==> config.mk <==
export PLATFORM = sky130hd
export DESIGN_NAME = maxnet_plu_seq
export DESIGN_NICKNAME = d
export VERILOG_FILES = /design/src/rtl/maxnet_plu_seq.sv
export SDC_FILE = /design/constraint.sdc
export NUM_CORES = 1
export LEC_CHECK = 0
export CAP_MARGIN = 20
export CORE_UTILIZATION = 30
export CTS_CLUSTER_DIAMETER = 100
export DETAILED_ROUTE_END_ITERATION = 16
export PLACE_DENSITY = 0.57
export SLEW_MARGIN = 20
export SYNTH_ARGS = -nofsm -noshare
export SYNTH_HDL_FRONTEND = slang
export SYNTH_SLANG_ARGS = --single-unit
==> constraint.sdc <==
create_clock -name clk -period 3.2 [get_ports clk]
set_input_delay 0.8 -clock clk [delete_from_list [all_inputs] [get_ports clk]]
set_output_delay 0.8 -clock clk [all_outputs]
set_load 0.005 [all_outputs]
==> src/rtl/maxnet_plu_seq.sv <==
// Sequencer for the Maxnet PLU datapath: loads operands, walks the result stages,
// and repeats with feedback until convergence or the iteration limit.
module maxnet_plu_seq #(
  parameter int STAGES   = 3,
  parameter int MAX_ITER = 8,
  parameter int ITER_W   = 3
) (
  input  logic              clk,
  input  logic              rst,
  input  logic              start,
  input  logic              converged,
  output logic              a_we,
  output logic              w_we,
  output logic              sel_fb,
  output logic [STAGES-1:0] r_we,
  output logic              busy,
  output logic              done,
  output logic [ITER_W-1:0] iter_cnt,
  output logic              timeout
);

  localparam int SIDX_W = (STAGES > 1) ? $clog2(STAGES) : 1;
  localparam logic [SIDX_W-1:0] LAST_SIDX = SIDX_W'(STAGES - 1);
  localparam logic [ITER_W-1:0] LAST_ITER = ITER_W'(MAX_ITER - 1);

  typedef enum logic [2:0] {
    IDLE,
    LOAD,
    STAGE,
    CHECK,
    DONE
  } state_t;

  state_t            state;
  logic [SIDX_W-1:0] sidx;

  // Outputs are registered: each transition loads the strobes of the state being entered.
  always_ff @(posedge clk) begin
    if (rst) begin
      state    <= IDLE;
      sidx     <= '0;
      iter_cnt <= '0;
      timeout  <= 1'b0;
      a_we     <= 1'b0;
      w_we     <= 1'b0;
      sel_fb   <= 1'b0;
      r_we     <= '0;
      busy     <= 1'b0;
      done     <= 1'b0;
    end else begin
      a_we   <= 1'b0;
      w_we   <= 1'b0;
      sel_fb <= 1'b0;
      r_we   <= '0;
      busy   <= 1'b0;
      done   <= 1'b0;
      case (state)
        IDLE: begin
          if (start) begin
            state    <= LOAD;
            iter_cnt <= '0;
            timeout  <= 1'b0;
            busy     <= 1'b1;
            a_we     <= 1'b1;
            w_we     <= 1'b1;
          end
        end
        LOAD: begin
          state <= STAGE;
          sidx  <= '0;
          busy  <= 1'b1;
          r_we  <= STAGES'(1);
        end
        STAGE: begin
          busy <= 1'b1;
          if (sidx == LAST_SIDX) begin
            state <= CHECK;
            sidx  <= '0;
          end else begin
            sidx <= sidx + 1'b1;
            r_we <= STAGES'(1) << (sidx + 1'b1);
          end
        end
        CHECK: begin
          // Convergence takes priority over the iteration limit.
          if (converged) begin
            state   <= DONE;
            timeout <= 1'b0;
            done    <= 1'b1;
          end else if (iter_cnt == LAST_ITER) begin
            state   <= DONE;
            timeout <= 1'b1;
            done    <= 1'b1;
          end else begin
            state    <= LOAD;
            iter_cnt <= iter_cnt + 1'b1;
            busy     <= 1'b1;
            a_we     <= 1'b1;
            sel_fb   <= 1'b1;
          end
        end
        DONE: begin
          state <= IDLE;
        end
        default: begin
          state <= IDLE;
        end
      endcase
    end
  end

endmodule

==> reports/metrics.yaml, run 1 <==
finish:
  multi_input_area_um2: 332
  num-fill-cells: 245
  antenna_cells: 0
  nNetsFinal: 96
  area_growth_pct: 23.3
  drive_above_1_share_pct: 12.4
  fin_cells: 117
  regArea_um2: 340
worst_hold_path:
  min_path_type: "flop to flop"
  hold_start: "sidx[0]"
  hold_depth: 1
  min_delay_worst_endpoint: "r_we[1]"
grt:
  grt_max_degree: 14
  grt_pass1_vias: 509
  grt_use_total_pct: 10.7
  antenna_found_initial: 0
  grt_overflow: 0
  grt_pass1_wl_um: 2090
sta:
  relSlewSlack_pct: 75.5
  finalSetupViolations: 0
  fin_setup_tns_ns: 0
  final-hold-violation-count: 0
  clock_skew_ns: 0.00140
  finalCriticalPeriod_ns: 1.99
  max_freq_mhz: 503
  post-route-period-util_pct: 62.2
  slew_violations: 0
  worst_slew_pin_slew_ns: 0.366
  rsz0062_at_grt: "no"
place:
  hpwl_um: 913
  gp_congestion: 0.727
  dp_cells: 113
  portBuffers: 15
power:
  peakVddDrop_v: 0.000223
  leakage_nw: 0.315
  p_per_area_nw_per_um2: 425
critical_path:
  crit_chain: "clkdlybuf4s50_1"
  crit_slowest_cell: "clkdlybuf4s50_1"
  regToRegSetupSlack_ns: 1.48
  end_kind: "primary output"
  crit_path_start: "iter_cnt[0]"
  crit_buf_inv: 1
  cp_top_family: "buffers and inverters"
  timing.rr.start: "iter_cnt[0]"
  slowest_delay_ns: 0.52
  critical_path.max_fanout: 4
  critPathLaunchType: "flop"
  worst-setup-path-type: "flop to primary output"
  cp.arrival_ns: 1.19
  reg2reg_depth: 5
  worstReg2RegEnd: "iter_cnt[0]"
  cp.required_ns: 2.40
yosys:
  ys.flop_type: "dfxtp_1"
  yosysMostFrequentCell: "dfxtp_1"
  syn_nets: 82
  syn_area_um2: 729
  yosys-top-cells-count: "dfxtp_1, a21oi_1, nor3_1, inv_1, nor2_1"
  synth_area_leaders: "dfxtp_1, a21oi_1, nor3_1"
  synth-async-reset-ratio_pct: 0
  synth-edff-count: 0
  syn_inst: 76
  ys_seq_area_share_pct: 46.7
  synth_area_per_cell_um2: 9.60
  synth_warnings: 0
  yosysTopAreaCellShare_pct: 46.7
  yosysUniqueCellTypes: 28
  synth_area_leader_cell: "dfxtp_1"
  ys_ff_latch: 17
floorplanning:
  ioPinCount: 16
  core-area_um2: 2250
  die_y_um: 51.3
  dieArea_um2: 2630
  fp-row-count: 17
  initial_core_util_pct: 32.4
  die_w_um: 51.3
cts:
  clk_latency_ns: 0.28
  cts.clk_slew.worst_paths_ns: 0.10
  cts_resized: 0
  h-tree-depth: 1
  clockBufferDepth: 2
  clock-sinks: 17
  cts_buffers: 3
  postCtsHoldBufs: 0
  root_buffer: "clkbuf_4"
  post_cts_buffers: 0
  cts_tree: "yes"
routing:
  drtPass1Iterations: 4
  wirelength_um: 1270
  vias: 578
  drtIter0Drc: 11
  drc: 0
  wire_per_inst_um: 10.9
  vias_per_cell: 4.94
  ant_nets: 0
flow_run:
  cap_violations: 0
status:
  outcome: "finished clean"
==> worst max-delay path by stage <==
stage	end	slack, ns	cells after the start
after detailed placement	iter_cnt[0]	0.96	4
final	iter_cnt[0]	1.21	1
after global placement	iter_cnt[0]	0.99	4
after floorplan	iter_cnt[0]	1.50	3
after global routing	iter_cnt[1]	1.14	1
after CTS	iter_cnt[0]	1.20	1
==> kinds of logic after synthesis <==
| kind of cell | Yosys count | share of synthesized area [%] |
|---|---|---|
| adders and majority gates | 2 | 3.43 |
| DFF | 17 | 46.7 |
| muxes | 1 | 2.06 |
| AOI/OAI and AO/OA | 18 | 17.0 |
| buffers and inverters | 10 | 7.89 |
| and+or+nand+nor | 28 | 23.0 |
==> layout by cell type (no fill, tap or decap) <==
cell type         n
o21ai_0           1
a21oi_1          10
a211o_2           1
o32ai_2           1
a2bb2oi_1         1
a32oi_1           2
and4bb_2          1
or3_1             1
clkbuf_4          3
inv_1             4
clkdlybuf4s50_1  15
nand2b_1          3
or2_2             2
nor3_1            6
nor2_1            4
nand3b_1          2
or4bb_1           1
or3b_4            1
clkinv_2          1
nand3_1           3
a211oi_1          1
dfxtp_1          17
o32ai_1           1
mux2_4            1
ha_1              2
nand2_1           3
or3b_1            1
==> layer usage <==
metal  track usage, %  vias up  part of all wire [%]
met5                0        -                     0
met4             5.41        0                  0.94
met3             2.68        2                   4.7
met2             17.1       12                    44
met1             13.2      267                    51
li1                 -      297                     -
==> per-stage QoR <==
step / util [%] / total power [mW] / worst slack [ns] / cell area, um^2 / hold slack (ns)
global placement: 38.7 / 0.278 / 0.989 / 872 / 0.437
global route: 39.9 / 0.404 / 1.14 / 900 / 0.468
finish: 39.9 / 0.382 / 1.21 / 900 / 0.447
floorplan: - / 0.263 / 1.50 / 729 / 0.412
detailed placement: 38.7 / 0.277 / 0.963 / 872 / 0.430
CTS: 39.9 / 0.392 / 1.20 / 900 / 0.460
==> sequential cells by signal, indices dropped and copies added, names as in the netlist, 2 cells and up <==
signal    flops
iter_cnt      3
r_we          3
sidx          2
state         3
==> power by group <==
group | internal (mW) | switching [mW] | total [mW]
Sequential | 0.219 | 0.00737 | 0.227
Clock | 0.0463 | 0.0642 | 0.110
Combinational | 0.0265 | 0.0189 | 0.0454
==> final cells by class <==
cell class | instances | area share, %
inverters | 4 | 1.67
multi-input cells | 49 | 36.9
flip-flops and latches | 17 | 37.8
clock buffers | 3 | 2.50
repair buffers | 15 | 16.7
well taps | 28 | 3.89
clock inverters | 1 | 0.556
Power figures use the tool's default switching activity.
==> run 2, diff against run 1 <==
--- a/config.mk
+++ b/config.mk
@@ -9,7 +9,7 @@
 export CORE_UTILIZATION = 30
 export CTS_CLUSTER_DIAMETER = 100
 export DETAILED_ROUTE_END_ITERATION = 16
-export PLACE_DENSITY = 0.57
+export PLACE_DENSITY = 0.59
 export SLEW_MARGIN = 20
 export SYNTH_ARGS = -nofsm -noshare
 export SYNTH_HDL_FRONTEND = slang
==> constraint.sdc (replaced) <==
create_clock -name clk -period 1.8 [get_ports clk]
set_input_delay 0.45 -clock clk [delete_from_list [all_inputs] [get_ports clk]]
set_output_delay 0.45 -clock clk [all_outputs]
set_load 0.005 [all_outputs]
==> run 2 against run 1 <==
  * Global-route usage up 0.23 points
  * Flip-flop and latch count unchanged
  * Die area unchanged
  * Critical path type is now flop to flop
  * Highest routed layer unchanged
==> reports/metrics.yaml, run 2 (synthesis gave the netlist of run 1 again) <==
status:
  outcome: "finished clean"
flow_run:
  cap_violations: 0  # unchanged
sta:
  final-hold-violation-count: 0  # unchanged
  setup_slack_ns: 0.124  # -1.09 ns
  worst_slew_pin_slew_ns: 0.306  # -0.0594 ns
  post-route-period-util_pct: 93.1
  max_freq_mhz: 597
  finalCriticalPeriod_ns: 1.68
  hold-worst-slack_ns: 0.442  # -0.00497 ns
  clock_skew_ns: 0.00563  # +0.00423 ns
  finalSetupViolations: 0  # unchanged
  fin_setup_tns_ns: 0  # unchanged
  relSlewSlack_pct: 79.5  # +4.0 points
  slew_violations: 0  # unchanged
  rsz0062_at_grt: "no"
floorplanning:
  dieArea_um2: 2630  # unchanged
  fp-row-count: 17  # unchanged
  ioPinCount: 16  # unchanged
  initial_core_util_pct: 32.4  # unchanged
  die_w_um: 51.3  # unchanged
  die_y_um: 51.3  # unchanged
  core-area_um2: 2250  # unchanged
finish:
  mostFrequentLayoutCells: "dfxtp_1, clkdlybuf4s50_1, a21oi_1"
  layout_commonest_cell: "dfxtp_1"
  drive_above_1_share_pct: 16.0  # +3.6 points
  nNetsFinal: 101  # +5.2%
  top_regs: "iter_cnt: 3 flops, r_we: 3 flops, state: 3 flops"
  final_util_pct: 41.5  # +1.6 points
  fin_area_um2: 936  # +4.0%
  area_growth_pct: 28.3
  num-fill-cells: 238  # -2.9%
  fin_cells: 122  # +4.3%
  antenna_cells: 0  # unchanged
power:
  p_total_uw: 686  # +79%
  peakVddDrop_v: 0.000254  # +14%
  p_per_area_nw_per_um2: 733  # +72%
  leakage_nw: 0.337  # +7.1%
critical_path:
  worst-setup-path-type: "flop to flop"
  cp.required_ns: 1.97  # -0.43 ns
  critPathLaunchType: "flop"
  cp.arrival_ns: 1.85  # +0.66 ns
  critical_path.max_fanout: 4  # unchanged
  crit_slowest_cell: "or4bb_1"
  end_kind: "flop"
  path_common_cell: "ha_1"
  slowest_delay_ns: 0.55  # +0.03 ns
  crit_chain: "ha_1, ha_1, or4bb_1, a21oi_1, a211oi_1"
grt:
  grt_use_total_pct: 10.9  # +0.23 points
  grt_max_degree: 12  # -2
  grt_pass1_vias: 509  # unchanged
  grt_pass1_wl_um: 2150  # +3.0%
  antenna_found_initial: 0  # unchanged
  grt_overflow: 0  # unchanged
worst_hold_path:
  min_path_type: "flop to flop"
place:
  dp_cells: 118  # +4.4%
  detailedPlace.worstSlack_ns: -0.0946  # -1.06 ns
  gp_congestion: 0.729  # +0.26%
  hpwl_um: 989  # +8.3%
  portBuffers: 15  # unchanged
  place_area_um2: 910  # +4.3%
cts:
  root_buffer: "clkbuf_4"
  cts_resized: 0  # unchanged
  cts.clk_slew.worst_paths_ns: 0.09  # about the same
  h-tree-depth: 1  # unchanged
  clockBufferDepth: 2  # unchanged
  clock-sinks: 17  # unchanged
  post_cts_buffers: 0  # unchanged
  cts_buffers: 3  # unchanged
  postCtsHoldBufs: 0  # unchanged
  cts_tree: "yes"
  clk_latency_ns: 0.28  # about the same
routing:
  vias: 593  # +2.6%
  drtIter0Drc: 3  # -8
  wirelength_um: 1370  # +7.4%
  drc: 0  # unchanged
  wire_per_inst_um: 11.2  # +3.0%
  ant_nets: 0  # unchanged
  drtPass1Iterations: 4  # unchanged
  vias_per_cell: 4.86  # -1.6%
## run 2: critical path: cells and delay by family (launching register included)
| family | cells | cell delay (ns) |
|---|---|---|
| adder cells (fa/ha/maj) | 2 | 0.40 |
| AO/OA/AOI/OAI | 2 | 0.27 |
| flip-flops | 1 | 0.35 |
| AND/OR/NAND/NOR | 1 | 0.55 |
## run 2: final cells by class
cell class | instances | area [um^2] | share of cell area, %
well taps | 28 | 35.0 | 3.74
inverters | 4 | 15.0 | 1.60
multi-input cells | 49 | 332 | 35.4
repair buffers | 20 | 188 | 20.1
flip-flops and latches | 17 | 340 | 36.4
clock buffers | 4 | 26.3 | 2.81
## run 2: routing by layer
layer | GRT usage, % | part of all wire (%)
met1 | 14.7 | 50
met3 | 0.893 | 4.2
met4 | 8.11 | 1.8
met5 | 0 | 0
met2 | 16.0 | 44
## run 2: final timing paths
| path | from | endpoint | slack (ns) | depth (start not counted) |
|---|---|---|---|---|
| worst max-delay path | iter_cnt[0] | iter_cnt[0] | 0.12 | 5 |
| worst max register to register | iter_cnt[0] | iter_cnt[0] | 0.12 | 5 |
| worst min-delay path | sidx[0] | r_we[1] | 0.44 | 1 |
| worst min register to register | sidx[0] | r_we[1] | 0.44 | 1 |
## run 2: power breakdown
part           switching (mW)  internal [mW]  total (mW)
logic                  0.0382         0.0533      0.0915
registers              0.0110          0.390       0.401
clock network           0.108         0.0859       0.194
==> run 3, diff against run 2 <==
--- a/config.mk
+++ b/config.mk
@@ -6,10 +6,12 @@
 export NUM_CORES = 1
 export LEC_CHECK = 0
 export CAP_MARGIN = 20
+export CORE_MARGIN = 3
 export CORE_UTILIZATION = 30
 export CTS_CLUSTER_DIAMETER = 100
 export DETAILED_ROUTE_END_ITERATION = 16
 export PLACE_DENSITY = 0.59
+export SETUP_SLACK_MARGIN = 0.1
 export SLEW_MARGIN = 20
 export SYNTH_ARGS = -nofsm -noshare
 export SYNTH_HDL_FRONTEND = slang
==> run 3 against run 2 <==
  * Worst hold slack better by 0.0054 ns
  * Clock skew decreased by 0.0022 ns
  * Sequential share of layout area is 0.17 points lower
  * Total power grew 2.5%
  * Non-clock buffer count did not move
  * Clock power up 8%
  * Register-to-register slack improved by 0.05 ns
  * Via count shrank 0.34%
  * Fmax increased by 1.4%
  * Largest cell class unchanged
==> reports/metrics.yaml, run 3 (synthesis gave the netlist of run 1 again) <==
critical_path:
  crit_slowest_cell: "clkdlybuf4s50_1"
  cp.required_ns: 1.35  # -0.62 ns
  cp.depth: 1  # -4
  cp_top_family: "buffers and inverters"
  crit_buf_inv: 1  # +1
  timing.rr.start: "iter_cnt[0]"
  worst-setup-path-type: "flop to primary output"
  critPathLaunchType: "flop"
  reg2reg_depth: 5  # unchanged
  slowest_delay_ns: 0.52  # -0.03 ns
  critical_path.max_fanout: 4  # unchanged
  crit_chain: "clkdlybuf4s50_1"
  cp.arrival_ns: 1.20  # -0.65 ns
  worstReg2RegEnd: "iter_cnt[0]"
  end_kind: "primary output"
  regToRegSetupSlack_ns: 0.17  # +0.05 ns
finish:
  regArea_um2: 343  # +0.74%
  multi_input_area_um2: 339  # +2.3%
  antenna_cells: 0  # unchanged
  mostFrequentLayoutCells: "dfxtp_1, clkdlybuf4s50_1, a21oi_1"
  drive_above_1_share_pct: 21.3  # +5.3 points
  fin_area_um2: 947  # +1.2%
  top_regs: "iter_cnt: 3 flops, r_we: 3 flops, state: 3 flops"
  nNetsFinal: 101  # unchanged
  final_util_pct: 42.0  # +0.50 points
  area_growth_pct: 29.8
  num-fill-cells: 240  # +0.84%
sta:
  post-route-period-util_pct: 91.9  # -1.2 points
  final-hold-violation-count: 0  # unchanged
  rsz0062_at_grt: "no"
  finalSetupViolations: 0  # unchanged
  hold-worst-slack_ns: 0.447  # +0.00538 ns
  slew_violations: 0  # unchanged
  max_freq_mhz: 605  # +1.4%
  clock_skew_ns: 0.00347  # -0.00216 ns
  finalCriticalPeriod_ns: 1.65  # -0.0225 ns
  relSlewSlack_pct: 77.2  # -2.3 points
  worst_slew_pin_slew_ns: 0.341  # +0.0350 ns
grt:
  grt_max_degree: 12  # unchanged
  grt_pass1_vias: 553  # +8.6%
  grt_pass1_wl_um: 2460  # +14%
  grt_overflow: 0  # unchanged
  grt_use_total_pct: 10.1  # -0.83 points
  antenna_found_initial: 0  # unchanged
routing:
  drc: 0  # unchanged
  drtIter0Drc: 13  # +10
  drtPass1Iterations: 4  # unchanged
  ant_nets: 0  # unchanged
  vias_per_cell: 4.84  # -0.34%
  wirelength_um: 1460  # +7.0%
  wire_per_inst_um: 12.0  # +7.0%
  vias: 591  # -0.34%
floorplanning:
  fp-row-count: 17  # unchanged
  dieArea_um2: 3060  # +16%
  ioPinCount: 16  # unchanged
  initial_core_util_pct: 32.4  # unchanged
  die_w_um: 55.3  # +7.8%
  core-area_um2: 2250  # unchanged
  die_y_um: 55.3  # +7.8%
worst_hold_path:
  min_delay_worst_endpoint: "r_we[1]"
  hold_start: "sidx[0]"
  min_path_type: "flop to flop"
  hold_depth: 1  # unchanged
power:
  leakage_nw: 0.343  # +1.7%
  p_total_uw: 703  # +2.5%
  p_per_area_nw_per_um2: 742  # +1.3%
  peakVddDrop_v: 0.000326  # +28%
cts:
  cts_tree: "yes"
  post_cts_buffers: 0  # unchanged
  cts_buffers: 3  # unchanged
  postCtsHoldBufs: 0  # unchanged
  clock-sinks: 17  # unchanged
  clockBufferDepth: 2  # unchanged
  cts_resized: 0  # unchanged
  h-tree-depth: 1  # unchanged
  clk_latency_ns: 0.29  # about the same
  root_buffer: "clkbuf_4"
  cts.clk_slew.worst_paths_ns: 0.10  # about the same
place:
  hpwl_um: 1020  # +2.9%
  place_area_um2: 910  # unchanged
  gp_congestion: 0.827  # +14%
  portBuffers: 15  # unchanged
flow_run:
  cap_violations: 0  # unchanged
status:
  outcome: "finished clean"
## run 3: routing by layer
layer	wire (um)	GRT usage, %	up-vias
met5	0	0	-
met4	16	7.29	0
met3	67	1.87	2
met2	633	14.4	13
met1	745	13.5	270
li1	-	-	306
## run 3: how the worst max path moves through the flow
stage | start | to | slack [ns]
3_5_place_dp | converged | iter_cnt[0] | -0.04
4_1_cts | iter_cnt[0] | iter_cnt[0] | 0.11
3_3_place_gp | converged | iter_cnt[0] | -0.01
2_1_floorplan | iter_cnt[0] | iter_cnt[0] | 0.20
6_report | iter_cnt[2] | iter_cnt[2] | 0.15
5_1_grt | iter_cnt[2] | iter_cnt[2] | 0.10
## run 3: through the flow
stage                     instances  setup slack [ns]  TNS [ns]
after floorplan                  76             0.197         0
after global placement          118           -0.0110   -0.0110
after detailed placement        118           -0.0362   -0.0362
after global routing            122             0.103         0
after CTS                       122             0.111         0
final                           122             0.147         0
## run 3: layout make-up
cell class              instances  share of cell area [%]
clock buffers                   3                    2.38
clock inverters                 1                   0.528
inverters                       4                    1.59
multi-input cells              49                    35.8
flip-flops and latches         17                    36.2
well taps                      28                    3.70
repair buffers                 20                    19.8
## run 3: worst reg2reg max path: cells and delay by family (launching register included)
family | cells | cell delay (ns)
compound gates | 2 | 0.22
flops | 1 | 0.35
fa+ha+maj | 2 | 0.39
simple gates | 1 | 0.55
## run 3: report_power, final
group	switching [mW]	internal, mW
clock network	0.126	0.0827
registers	0.0108	0.390
logic	0.0392	0.0544
total	0.176	0.527
